## src/rtl/seq_alu_pkg.sv

```systemverilog
// Shared opcode map, FSM state type and single-cycle helpers for the sequential ALU.
package seq_alu_pkg;

  localparam logic [3:0] OP_AND   = 4'd0;
  localparam logic [3:0] OP_NOTA  = 4'd1;
  localparam logic [3:0] OP_NOTB  = 4'd2;
  localparam logic [3:0] OP_OR    = 4'd3;
  localparam logic [3:0] OP_NOR   = 4'd4;
  localparam logic [3:0] OP_NAND  = 4'd5;
  localparam logic [3:0] OP_XOR   = 4'd6;
  localparam logic [3:0] OP_XNOR  = 4'd7;
  localparam logic [3:0] OP_ADD   = 4'd8;
  localparam logic [3:0] OP_MUL   = 4'd9;
  localparam logic [3:0] OP_DIV   = 4'd10;
  localparam logic [3:0] OP_NOOP  = 4'd11;
  localparam logic [3:0] OP_SRL   = 4'd12;
  localparam logic [3:0] OP_SLL   = 4'd13;
  localparam logic [3:0] OP_MOD   = 4'd14;
  localparam logic [3:0] OP_CLEAR = 4'd15;

  typedef enum logic [1:0] {IDLE, ONE, ITER, DONE} state_t;

  // Per-bit result of the eight bitwise opcodes (low three opcode bits).
  function automatic logic f_logic_bit(input logic [2:0] op, input logic a, input logic b);
    logic r;
    case (op)
      3'd0:    r = a & b;
      3'd1:    r = ~a;
      3'd2:    r = ~b;
      3'd3:    r = a | b;
      3'd4:    r = ~(a | b);
      3'd5:    r = ~(a & b);
      3'd6:    r = a ^ b;
      default: r = ~(a ^ b);
    endcase
    return r;
  endfunction

  // Division by zero short-circuits to the single-cycle path.
  function automatic logic f_is_iter(input logic [3:0] op, input logic b_zero);
    return (op == OP_MUL) || (((op == OP_DIV) || (op == OP_MOD)) && !b_zero);
  endfunction

endpackage

```

## src/rtl/seq_muldiv_unit.sv

```systemverilog
// Iterative engine: shift-add multiplier and restoring divider, one bit per clock.
module seq_muldiv_unit #(
  parameter int unsigned WIDTH = 16
) (
  input  logic             i_clk,
  input  logic             i_reset,
  input  logic             i_load,
  input  logic             i_is_div,
  input  logic [WIDTH-1:0] i_a,
  input  logic [WIDTH-1:0] i_b,
  output logic [WIDTH-1:0] o_result_lo,
  output logic             o_overflow,
  output logic [WIDTH-1:0] o_quotient,
  output logic [WIDTH-1:0] o_remainder,
  output logic             o_last
);

  localparam int unsigned CW = $clog2(WIDTH);
  localparam logic [CW-1:0] CNT_LAST = CW'(WIDTH - 1);

  logic [CW-1:0]        r_cnt;
  logic                 r_run;
  logic                 r_last;
  logic                 r_div_mode;
  logic [2*WIDTH-1:0]   r_acc;
  logic [2*WIDTH-1:0]   r_mcand;
  logic [WIDTH-1:0]     r_mplier;
  logic [WIDTH-1:0]     r_rem;
  logic [WIDTH-1:0]     r_quo;
  logic [WIDTH-1:0]     r_dvsr;
  logic [WIDTH:0]       w_shift;
  logic                 w_ge;

  // Partial remainder widened by one bit as the next dividend bit shifts in.
  assign w_shift = {r_rem, r_quo[WIDTH-1]};
  assign w_ge    = w_shift >= {1'b0, r_dvsr};

  always_ff @(posedge i_clk or posedge i_reset) begin
    if (i_reset) begin
      r_cnt      <= '0;
      r_run      <= 1'b0;
      r_last     <= 1'b0;
      r_div_mode <= 1'b0;
      r_acc      <= '0;
      r_mcand    <= '0;
      r_mplier   <= '0;
      r_rem      <= '0;
      r_quo      <= '0;
      r_dvsr     <= '0;
    end else if (i_load) begin
      r_cnt      <= '0;
      r_run      <= 1'b1;
      r_last     <= 1'b0;
      r_div_mode <= i_is_div;
      r_acc      <= '0;
      r_mcand    <= {{WIDTH{1'b0}}, i_a};
      r_mplier   <= i_b;
      r_rem      <= '0;
      r_quo      <= i_a;
      r_dvsr     <= i_b;
    end else if (r_run) begin
      if (r_div_mode) begin
        r_rem <= w_ge ? WIDTH'(w_shift - {1'b0, r_dvsr}) : w_shift[WIDTH-1:0];
        r_quo <= {r_quo[WIDTH-2:0], w_ge};
      end else begin
        r_acc    <= r_mplier[0] ? r_acc + r_mcand : r_acc;
        r_mcand  <= r_mcand << 1;
        r_mplier <= r_mplier >> 1;
      end
      if (r_cnt == CNT_LAST) begin
        r_run  <= 1'b0;
        r_last <= 1'b1;
      end else begin
        r_cnt <= r_cnt + 1'b1;
      end
    end
  end

  assign o_result_lo = r_acc[WIDTH-1:0];
  assign o_overflow  = |r_acc[2*WIDTH-1:WIDTH];
  assign o_quotient  = r_quo;
  assign o_remainder = r_rem;
  assign o_last      = r_last;

endmodule

```

## src/rtl/seq_alu.sv

```systemverilog
// Start/done ALU: single-cycle ops via ONE, MUL/DIV/MOD via the iterative engine.
module seq_alu
  import seq_alu_pkg::*;
#(
  parameter int unsigned WIDTH = 16
) (
  input  logic             i_clk,
  input  logic             i_reset,
  input  logic             i_start,
  input  logic [3:0]       i_opcode,
  input  logic [WIDTH-1:0] i_a,
  input  logic [WIDTH-1:0] i_b,
  output logic             o_busy,
  output logic             o_done,
  output logic [WIDTH-1:0] o_result,
  output logic             o_error
);

  localparam int unsigned SHW = $clog2(WIDTH);

  state_t           r_state;
  logic             r_busy;
  logic             r_done;
  logic             r_error;
  logic [WIDTH-1:0] r_result;
  logic [WIDTH-1:0] r_a;
  logic [WIDTH-1:0] r_b;
  logic [3:0]       r_op;

  logic             w_load;
  logic             w_is_div;
  logic [WIDTH-1:0] w_mul_lo;
  logic             w_mul_ovf;
  logic [WIDTH-1:0] w_quo;
  logic [WIDTH-1:0] w_rem;
  logic             w_last;
  logic [WIDTH-1:0] w_logic;
  logic [WIDTH-1:0] w_sum;
  logic             w_carry;
  logic [SHW-1:0]   w_sh;
  logic [WIDTH-1:0] w_one_res;
  logic             w_one_err;

  // The engine loads straight from the inputs on the accept edge.
  assign w_is_div = (i_opcode == OP_DIV) || (i_opcode == OP_MOD);
  assign w_load   = (r_state == IDLE) && i_start && f_is_iter(i_opcode, i_b == '0);

  seq_muldiv_unit #(
    .WIDTH(WIDTH)
  ) u_muldiv (
    .i_clk      (i_clk),
    .i_reset    (i_reset),
    .i_load     (w_load),
    .i_is_div   (w_is_div),
    .i_a        (i_a),
    .i_b        (i_b),
    .o_result_lo(w_mul_lo),
    .o_overflow (w_mul_ovf),
    .o_quotient (w_quo),
    .o_remainder(w_rem),
    .o_last     (w_last)
  );

  assign {w_carry, w_sum} = {1'b0, r_a} + {1'b0, r_b};
  assign w_sh             = r_b[SHW-1:0];

  always_comb begin
    w_logic = '0;
    for (int i = 0; i < WIDTH; i++) begin
      w_logic[i] = f_logic_bit(r_op[2:0], r_a[i], r_b[i]);
    end
  end

  always_comb begin
    w_one_res = '0;
    w_one_err = 1'b0;
    case (r_op)
      OP_ADD: begin
        w_one_res = w_sum;
        w_one_err = w_carry;
      end
      OP_SRL: w_one_res = r_a >> w_sh;
      OP_SLL: w_one_res = r_a << w_sh;
      OP_DIV: begin
        w_one_res = '1;
        w_one_err = 1'b1;
      end
      OP_MOD: begin
        w_one_res = r_a;
        w_one_err = 1'b1;
      end
      OP_MUL, OP_NOOP, OP_CLEAR: w_one_res = '0;
      default: w_one_res = w_logic;
    endcase
  end

  always_ff @(posedge i_clk or posedge i_reset) begin
    if (i_reset) begin
      r_state  <= IDLE;
      r_busy   <= 1'b0;
      r_done   <= 1'b0;
      r_error  <= 1'b0;
      r_result <= '0;
      r_a      <= '0;
      r_b      <= '0;
      r_op     <= OP_AND;
    end else begin
      case (r_state)
        IDLE: begin
          if (i_start) begin
            r_op    <= i_opcode;
            r_a     <= i_a;
            r_b     <= i_b;
            r_busy  <= 1'b1;
            r_state <= w_load ? ITER : ONE;
          end
        end
        ONE: begin
          if (r_op != OP_NOOP) begin
            r_result <= w_one_res;
            r_error  <= w_one_err;
          end
          r_done  <= 1'b1;
          r_state <= DONE;
        end
        ITER: begin
          if (w_last) begin
            if (r_op == OP_MUL) begin
              r_result <= w_mul_lo;
              r_error  <= w_mul_ovf;
            end else begin
              r_result <= (r_op == OP_DIV) ? w_quo : w_rem;
              r_error  <= 1'b0;
            end
            r_done  <= 1'b1;
            r_state <= DONE;
          end
        end
        DONE: begin
          r_done  <= 1'b0;
          r_busy  <= 1'b0;
          r_state <= IDLE;
        end
        default: r_state <= IDLE;
      endcase
    end
  end

  assign o_busy   = r_busy;
  assign o_done   = r_done;
  assign o_result = r_result;
  assign o_error  = r_error;

endmodule

```

## config.mk

```make
export PLATFORM = sky130hd
export DESIGN_NAME = seq_alu
export DESIGN_NICKNAME = d
export VERILOG_FILES = /design/src/rtl/seq_alu_pkg.sv /design/src/rtl/seq_muldiv_unit.sv /design/src/rtl/seq_alu.sv
export SDC_FILE = /design/constraint.sdc
export NUM_CORES = 1
export LEC_CHECK = 0
export ABC_CLOCK_PERIOD_IN_PS = 6900
export BUFFER_PORTS_ARGS = -buffer_cell sky130_fd_sc_hd__buf_2
export CORE_MARGIN = 2
export CORE_UTILIZATION = 55
export CTS_BUF_LIST = sky130_fd_sc_hd__clkbuf_8
export CTS_CLUSTER_DIAMETER = 200
export DETAILED_ROUTE_END_ITERATION = 10
export PLACE_DENSITY = 0.76
export SYNTH_ARGS = -nofsm -noshare
export SYNTH_HDL_FRONTEND = slang
export SYNTH_SLANG_ARGS = --single-unit
```

## constraint.sdc

```tcl
create_clock -name i_clk -period 6.9 [get_ports i_clk]
set_input_delay 1.035 -clock i_clk [delete_from_list [all_inputs] [get_ports i_clk]]
set_output_delay 1.035 -clock i_clk [all_outputs]
set_load 0.1 [all_outputs]
```

Yosys cells after proc, flatten, opt, wreduce, memory -nomap -nowiden:

Cells that the tools add are included.

* flip-flop bits (word level): 192
* word-level logic and storage cells: 270

* magnitude comparators: 1
* $add $sub $neg: 4
* mux-type cells: 61
* eq/ne operators: 27
* reductions and logical operators: 29
* bitwise gates (word level): 128
* shifts and indexed selects: 2

Operators with widths (count)
* two-way mux 16 bit: 14
* two-way mux 32 bit: 7
* one-hot mux 1 bit (7 select lines): 16
* one-hot mux 16 bit (6 select lines): 1
* inverter 1 bit: 80
* == test 4 bit, second input constant: 12
* adder 32 bit: 1
* one-hot mux 16 bit (2 select lines): 1
* adder 16 x 16 -> 17 bit: 1
* >= comparator 17 x 16 -> 1 bit: 1
* AND 1 bit: 16
* zero test 16 bit: 1
* bitwise OR 1 bit: 16
* AND reduction 2 bit: 8
* OR reduction 16 bit: 1
* left shift 16 x 4 -> 16 bit: 1
* right shift 16 x 4 -> 16 bit: 1
* subtractor 16 bit: 1
* bitwise XOR 1 bit: 16
* two-way mux 4 bit: 3
* nonzero test 2 bit: 6
* two-way mux 1 bit: 11
* == test 3 bit, second input constant: 3
* != test 2 bit, second input constant: 4
* 20 further kinds: 30

Logic depth before layout (Yosys ltp):

* depth after elaboration: 8
* mapped depth: 14

By module:

Synthesis repeated with hierarchy kept, for this count alone.

* cells, all modules: 1783
* area, all modules: 14859.3 um^2

By module, submodules not included
* seq_muldiv_unit: cells an instance 946, area each 8119.0 um^2, instances 1
* seq_alu: cells an instance 837, area each 6740.2 um^2, instances 1

Worst setup path before layout:

No wires, ideal clock.

* kind: reg2reg
* start: register r_b[1]
* end: register r_result[9], in the netlist o_result[9]
* path slack: 3.651 ns
* data required time: 6.818 ns
* data arrival time: 3.167 ns
* stages on the path, launching flop included: 15
* period minus slack after synthesis: 3.249 ns
* path through: dfrtp_1 > clkbuf_1 > buf_2 > buf_2 > inv_1 > ha_1 > a21o_1 > a21oi_1 > o21a_1 > nor3_1 > a2111oi_0 > xnor2_1 > nand2_1 > a311o_1 > a31oi_1

* word-level cells in the longest chain between the ends: 4
* elaborated cells on any way between the ends: 6

Ends and longest elaborated chain
* start, declared: RTL line seq_alu.sv:27 `logic [WIDTH-1:0] r_b;`
* start signal, assigned: RTL line seq_alu.sv:113 `r_b <= i_b;`
* adder 16 x 16 -> 17 bit (tied with other cells): RTL line seq_alu.sv:64 `assign {w_carry, w_sum} = {1'b0, r_a} + {1'b0, r_b};`
* one-hot mux 16 bit (6 select lines) *: RTL line seq_alu.sv:77 `case (r_op)`
* two-way mux 16 bit *: RTL line seq_alu.sv:119 `if (r_op != OP_NOOP) begin`
* one-hot mux 16 bit (2 select lines) *: RTL line seq_alu.sv:108 `case (r_state)`
* end signal, assigned: RTL line seq_alu.sv:120 `r_result <= w_one_res;`
* end signal, assigned: RTL line seq_alu.sv:129 `r_result <= w_mul_lo;`
* end signal, assigned: RTL line seq_alu.sv:132 `r_result <= (r_op == OP_DIV) ? w_quo : w_rem;`
* end, declared: RTL line seq_alu.sv:25 `logic [WIDTH-1:0] r_result;`

Mark *: on every way between the ends. The rest lies on a longest branch, timed or not. The select of a mux whose other input is x is not followed.
A chain may end at the register's enable or synchronous reset.

Worst setup path in the final report:

* start: register u_muldiv.r_mcand[0]
* end: register u_muldiv.r_acc[30]

* word-level cells in the longest chain between the ends: 5

Ends and longest elaborated chain
* start, declared: RTL line seq_muldiv_unit.sv:26 `logic [2*WIDTH-1:0] r_mcand;`
* start signal, assigned: RTL line seq_muldiv_unit.sv:56 `r_mcand <= {{WIDTH{1'b0}}, i_a};`
* start signal, assigned: RTL line seq_muldiv_unit.sv:67 `r_mcand <= r_mcand << 1;`
* adder 32 bit: RTL line seq_muldiv_unit.sv:66 `r_acc <= r_mplier[0] ? r_acc + r_mcand : r_acc;`
* two-way mux 32 bit: RTL line seq_muldiv_unit.sv:66
* two-way mux 32 bit: RTL line seq_muldiv_unit.sv:62 `if (r_div_mode) begin`
* two-way mux 32 bit: RTL line seq_muldiv_unit.sv:61 `end else if (r_run) begin`
* two-way mux 32 bit: RTL line seq_muldiv_unit.sv:50 `end else if (i_load) begin`
* end signal, assigned: RTL line seq_muldiv_unit.sv:66
* end, declared: RTL line seq_muldiv_unit.sv:25 `logic [2*WIDTH-1:0] r_acc;`

No other way between the ends. The select of a mux whose other input is x is not followed.

==> metrics.csv <==
metric;value;unit
status;finished, final reports clean;
clock buffer depth;2;
largest net degree at the start of global routing;123;
DP Wirelength;31600;um
post-DR wirelength/cell;21.0;um
Die Width;165;um
Core Rows;59;
grt ovf;0;
Final Hold Viols;0;
Core ar.;0.0258;mm2
Final nets;1839;
most frequent cells in the layout;nand2_1, dfrtp_1, nor2_1;
GPL Wtd Cong;0.989;
Antenna Cells;0;
Hold Crit Start;o_result[7]$_DFFE_PP0P_;
worst flop-to-flop path endpoint;u_muldiv.r_acc[30]$_DFFE_PP0P_;
Syn. warnings;0;
Worst-Margin Slew;1.22;ns
Max Fclk;0.277;GHz
clock latency on the worst-skew pair;0.50;ns
Syn Std Cell Area;0.0143;mm2
die height;165;um
synthesis-to-layout area growth;5.77;%
Global Route Usage Sum;32.0;%
Synth cell types;76;
reg2reg setup slack;3.30;ns
layout cells sized above 1;10.7;%
TritonCTS clock tree;yes;
Synth Flop Type;dfrtp_1;
first-pass GRT wire length;68000;um
R2R cell count;11;
Clock transition at path regs;0.11;ns
vias per cell;6.50;
Starting Density;55.4;%
WHS Path Cells;2;
Required @ worst endpoint;7.27;ns
hold buffers post-CTS;0;
CTS root buffer;clkbuf_8;
syn_area_per_cell;8.29;um2
EDFF count, synth;0;
RSZ-0062 raised after global routing;no;
initial antenna violation count;1;
IO buf count;57;
via count;13400;
# H-tree levels;4;
Die ar.;0.0273;mm2
Worst slew margin;18.9;%
1st-iter DRT viols;1838;
minimum clock period;3.60;ns
Min-Delay Path Class;register to register;
worst setup path class;register to register;
post_cts resized;0;
TNS Setup;0;ns
Post-Route WL;43300;um
max-cap violation count;0;
Cells after Synth;1727;
Post-synth ARST share;100;%
setup violators final;0;
fin crit share;52.2;%
Detail Route Antenna Nets;0;
register area share after synthesis;33.6;%
fill cell count;2320;
total CTS buffers;17;
Fin Clk Skew;0.0409;ns
most common cell after layout, fill and taps aside;nand2_1;
Hold Worst Slack;0.497;ns
post-CTS setup buffers;0;
Crit. End Element;register;
Max FO, Critical Path;3;
IO Count;58;
Num Clock Sinks;192;
worst flop-to-flop path startpoint;u_muldiv.r_mcand[0]$_DFFE_PP0P_;
vias in the first global route;12400;
worst hold endpoint;o_result[7]$_DFFE_PP0P_;
Residual DRC;0;
Final Max Slew Viols;0;
DRT Pass-1 Iters;9;
Post-Syn Nets;1854;
crit start category;register;
#FFs+latches synth;192;
Worst Path Arrival;3.98;ns
worst max path at each step:
stage / from / end / slack [ns] / cells after the start
floorplan: i_reset / o_busy$_DFFE_PP0P_ / 0.64 / 1
global placement: i_b[2] / u_muldiv.r_acc[16]$_DFFE_PP0P_ / 3.17 / 10
detailed placement: i_b[15] / u_muldiv.r_acc[16]$_DFFE_PP0P_ / 3.08 / 10
CTS: u_muldiv.r_mcand[0]$_DFFE_PP0P_ / u_muldiv.r_acc[30]$_DFFE_PP0P_ / 3.38 / 11
global route: u_muldiv.r_mcand[0]$_DFFE_PP0P_ / u_muldiv.r_acc[30]$_DFFE_PP0P_ / 3.08 / 11
finish: u_muldiv.r_mcand[0]$_DFFE_PP0P_ / u_muldiv.r_acc[30]$_DFFE_PP0P_ / 3.30 / 11
cell usage after synthesis (9+ instances only):
cell / instances / area, um2
buf_2: 11 / 55.1
ha_1: 85 / 1060
nand4_1: 12 / 75.1
buf_1: 14 / 52.6
clkbuf_1: 84 / 315
mux2_2: 42 / 473
nor3_1: 45 / 225
nand3_1: 36 / 180
or3_1: 10 / 62.6
xnor2_1: 34 / 298
a21oi_1: 141 / 706
nor2_1: 148 / 556
a2111oi_0: 9 / 78.8
nand2_1: 246 / 923
a31oi_1: 50 / 313
dfrtp_1: 192 / 4800
o21a_1: 10 / 75.1
a21o_1: 18 / 135
o21ai_0: 140 / 701
xor2_1: 20 / 175
mux4_2: 15 / 338
mux2i_1: 73 / 731
o211ai_1: 24 / 180
o22ai_1: 11 / 68.8
nand2b_1: 17 / 106
nor4_1: 14 / 87.6
nor2b_1: 11 / 68.8
a211oi_1: 30 / 225
inv_1: 77 / 289
per-stage QoR:
| step | cell area, um2 | utilization (%) | std cells | setup WS [ns] |
|---|---|---|---|---|
| finish | 15100 | 58.6 | 2059 | 3.30 |
| global route | 15100 | 58.6 | 2059 | 3.08 |
| CTS | 15100 | 58.6 | 2059 | 3.38 |
| detailed placement | 14800 | 57.1 | 2028 | 3.08 |
| global placement | 14800 | 57.1 | 2028 | 3.17 |
| floorplan | 14300 | - | 1727 | 0.638 |
per-layer routing:
layer  wire [um]  GRT usage [%]  part of all wire, %
met4        1670           12.8                  3.9
met1       18600           44.8                   43
met3        3680           5.57                  8.5
met5          14              0                0.032
met2       19300           49.4                   45
worst max-delay path: stages (launching register included):
cell,delay (ns)
dfrtp_1,0.42
ha_1,0.25
fa_1,0.44
a211oi_1,0.36
o21ai_0,0.23
nand3_1,0.17
a31oi_1,0.14
a211oi_1,0.50
a21oi_1,0.23
a41oi_1,0.37
nor4b_1,0.09
a211o_1,0.29
state kept, by name, indices dropped and copies added (netlist names), 2 cells and up:
signal	cells
o_result	16
r_a	16
r_b	16
r_op	4
r_state	2
u_muldiv.o_quotient	16
u_muldiv.o_remainder	16
u_muldiv.r_acc	32
u_muldiv.r_cnt	4
u_muldiv.r_dvsr	16
u_muldiv.r_mcand	32
u_muldiv.r_mplier	16
cell type report:
cell class              instances  area (um2)  share of cell area (%)
clock buffers                  19         262                    1.73
clock inverters                12         123                   0.810
inverters                      79         304                    2.01
multi-input cells            1347        8810                    58.2
flip-flops and latches        192        4810                    31.7
well taps                     335         419                    2.77
repair buffers                 75         420                    2.78
kinds of logic after synthesis:
family | count (synthesis) | share of synthesized area, %
compound gates | 507 | 22.0
xor+xnor | 54 | 3.30
fa+ha+maj | 88 | 7.85
buf+inv | 188 | 5.02
flops | 192 | 33.6
mux | 130 | 10.8
simple gates | 568 | 17.5
Power is not shown: default switching activity piles up to over one toggle a cycle in this logic, so the estimate is an artifact.
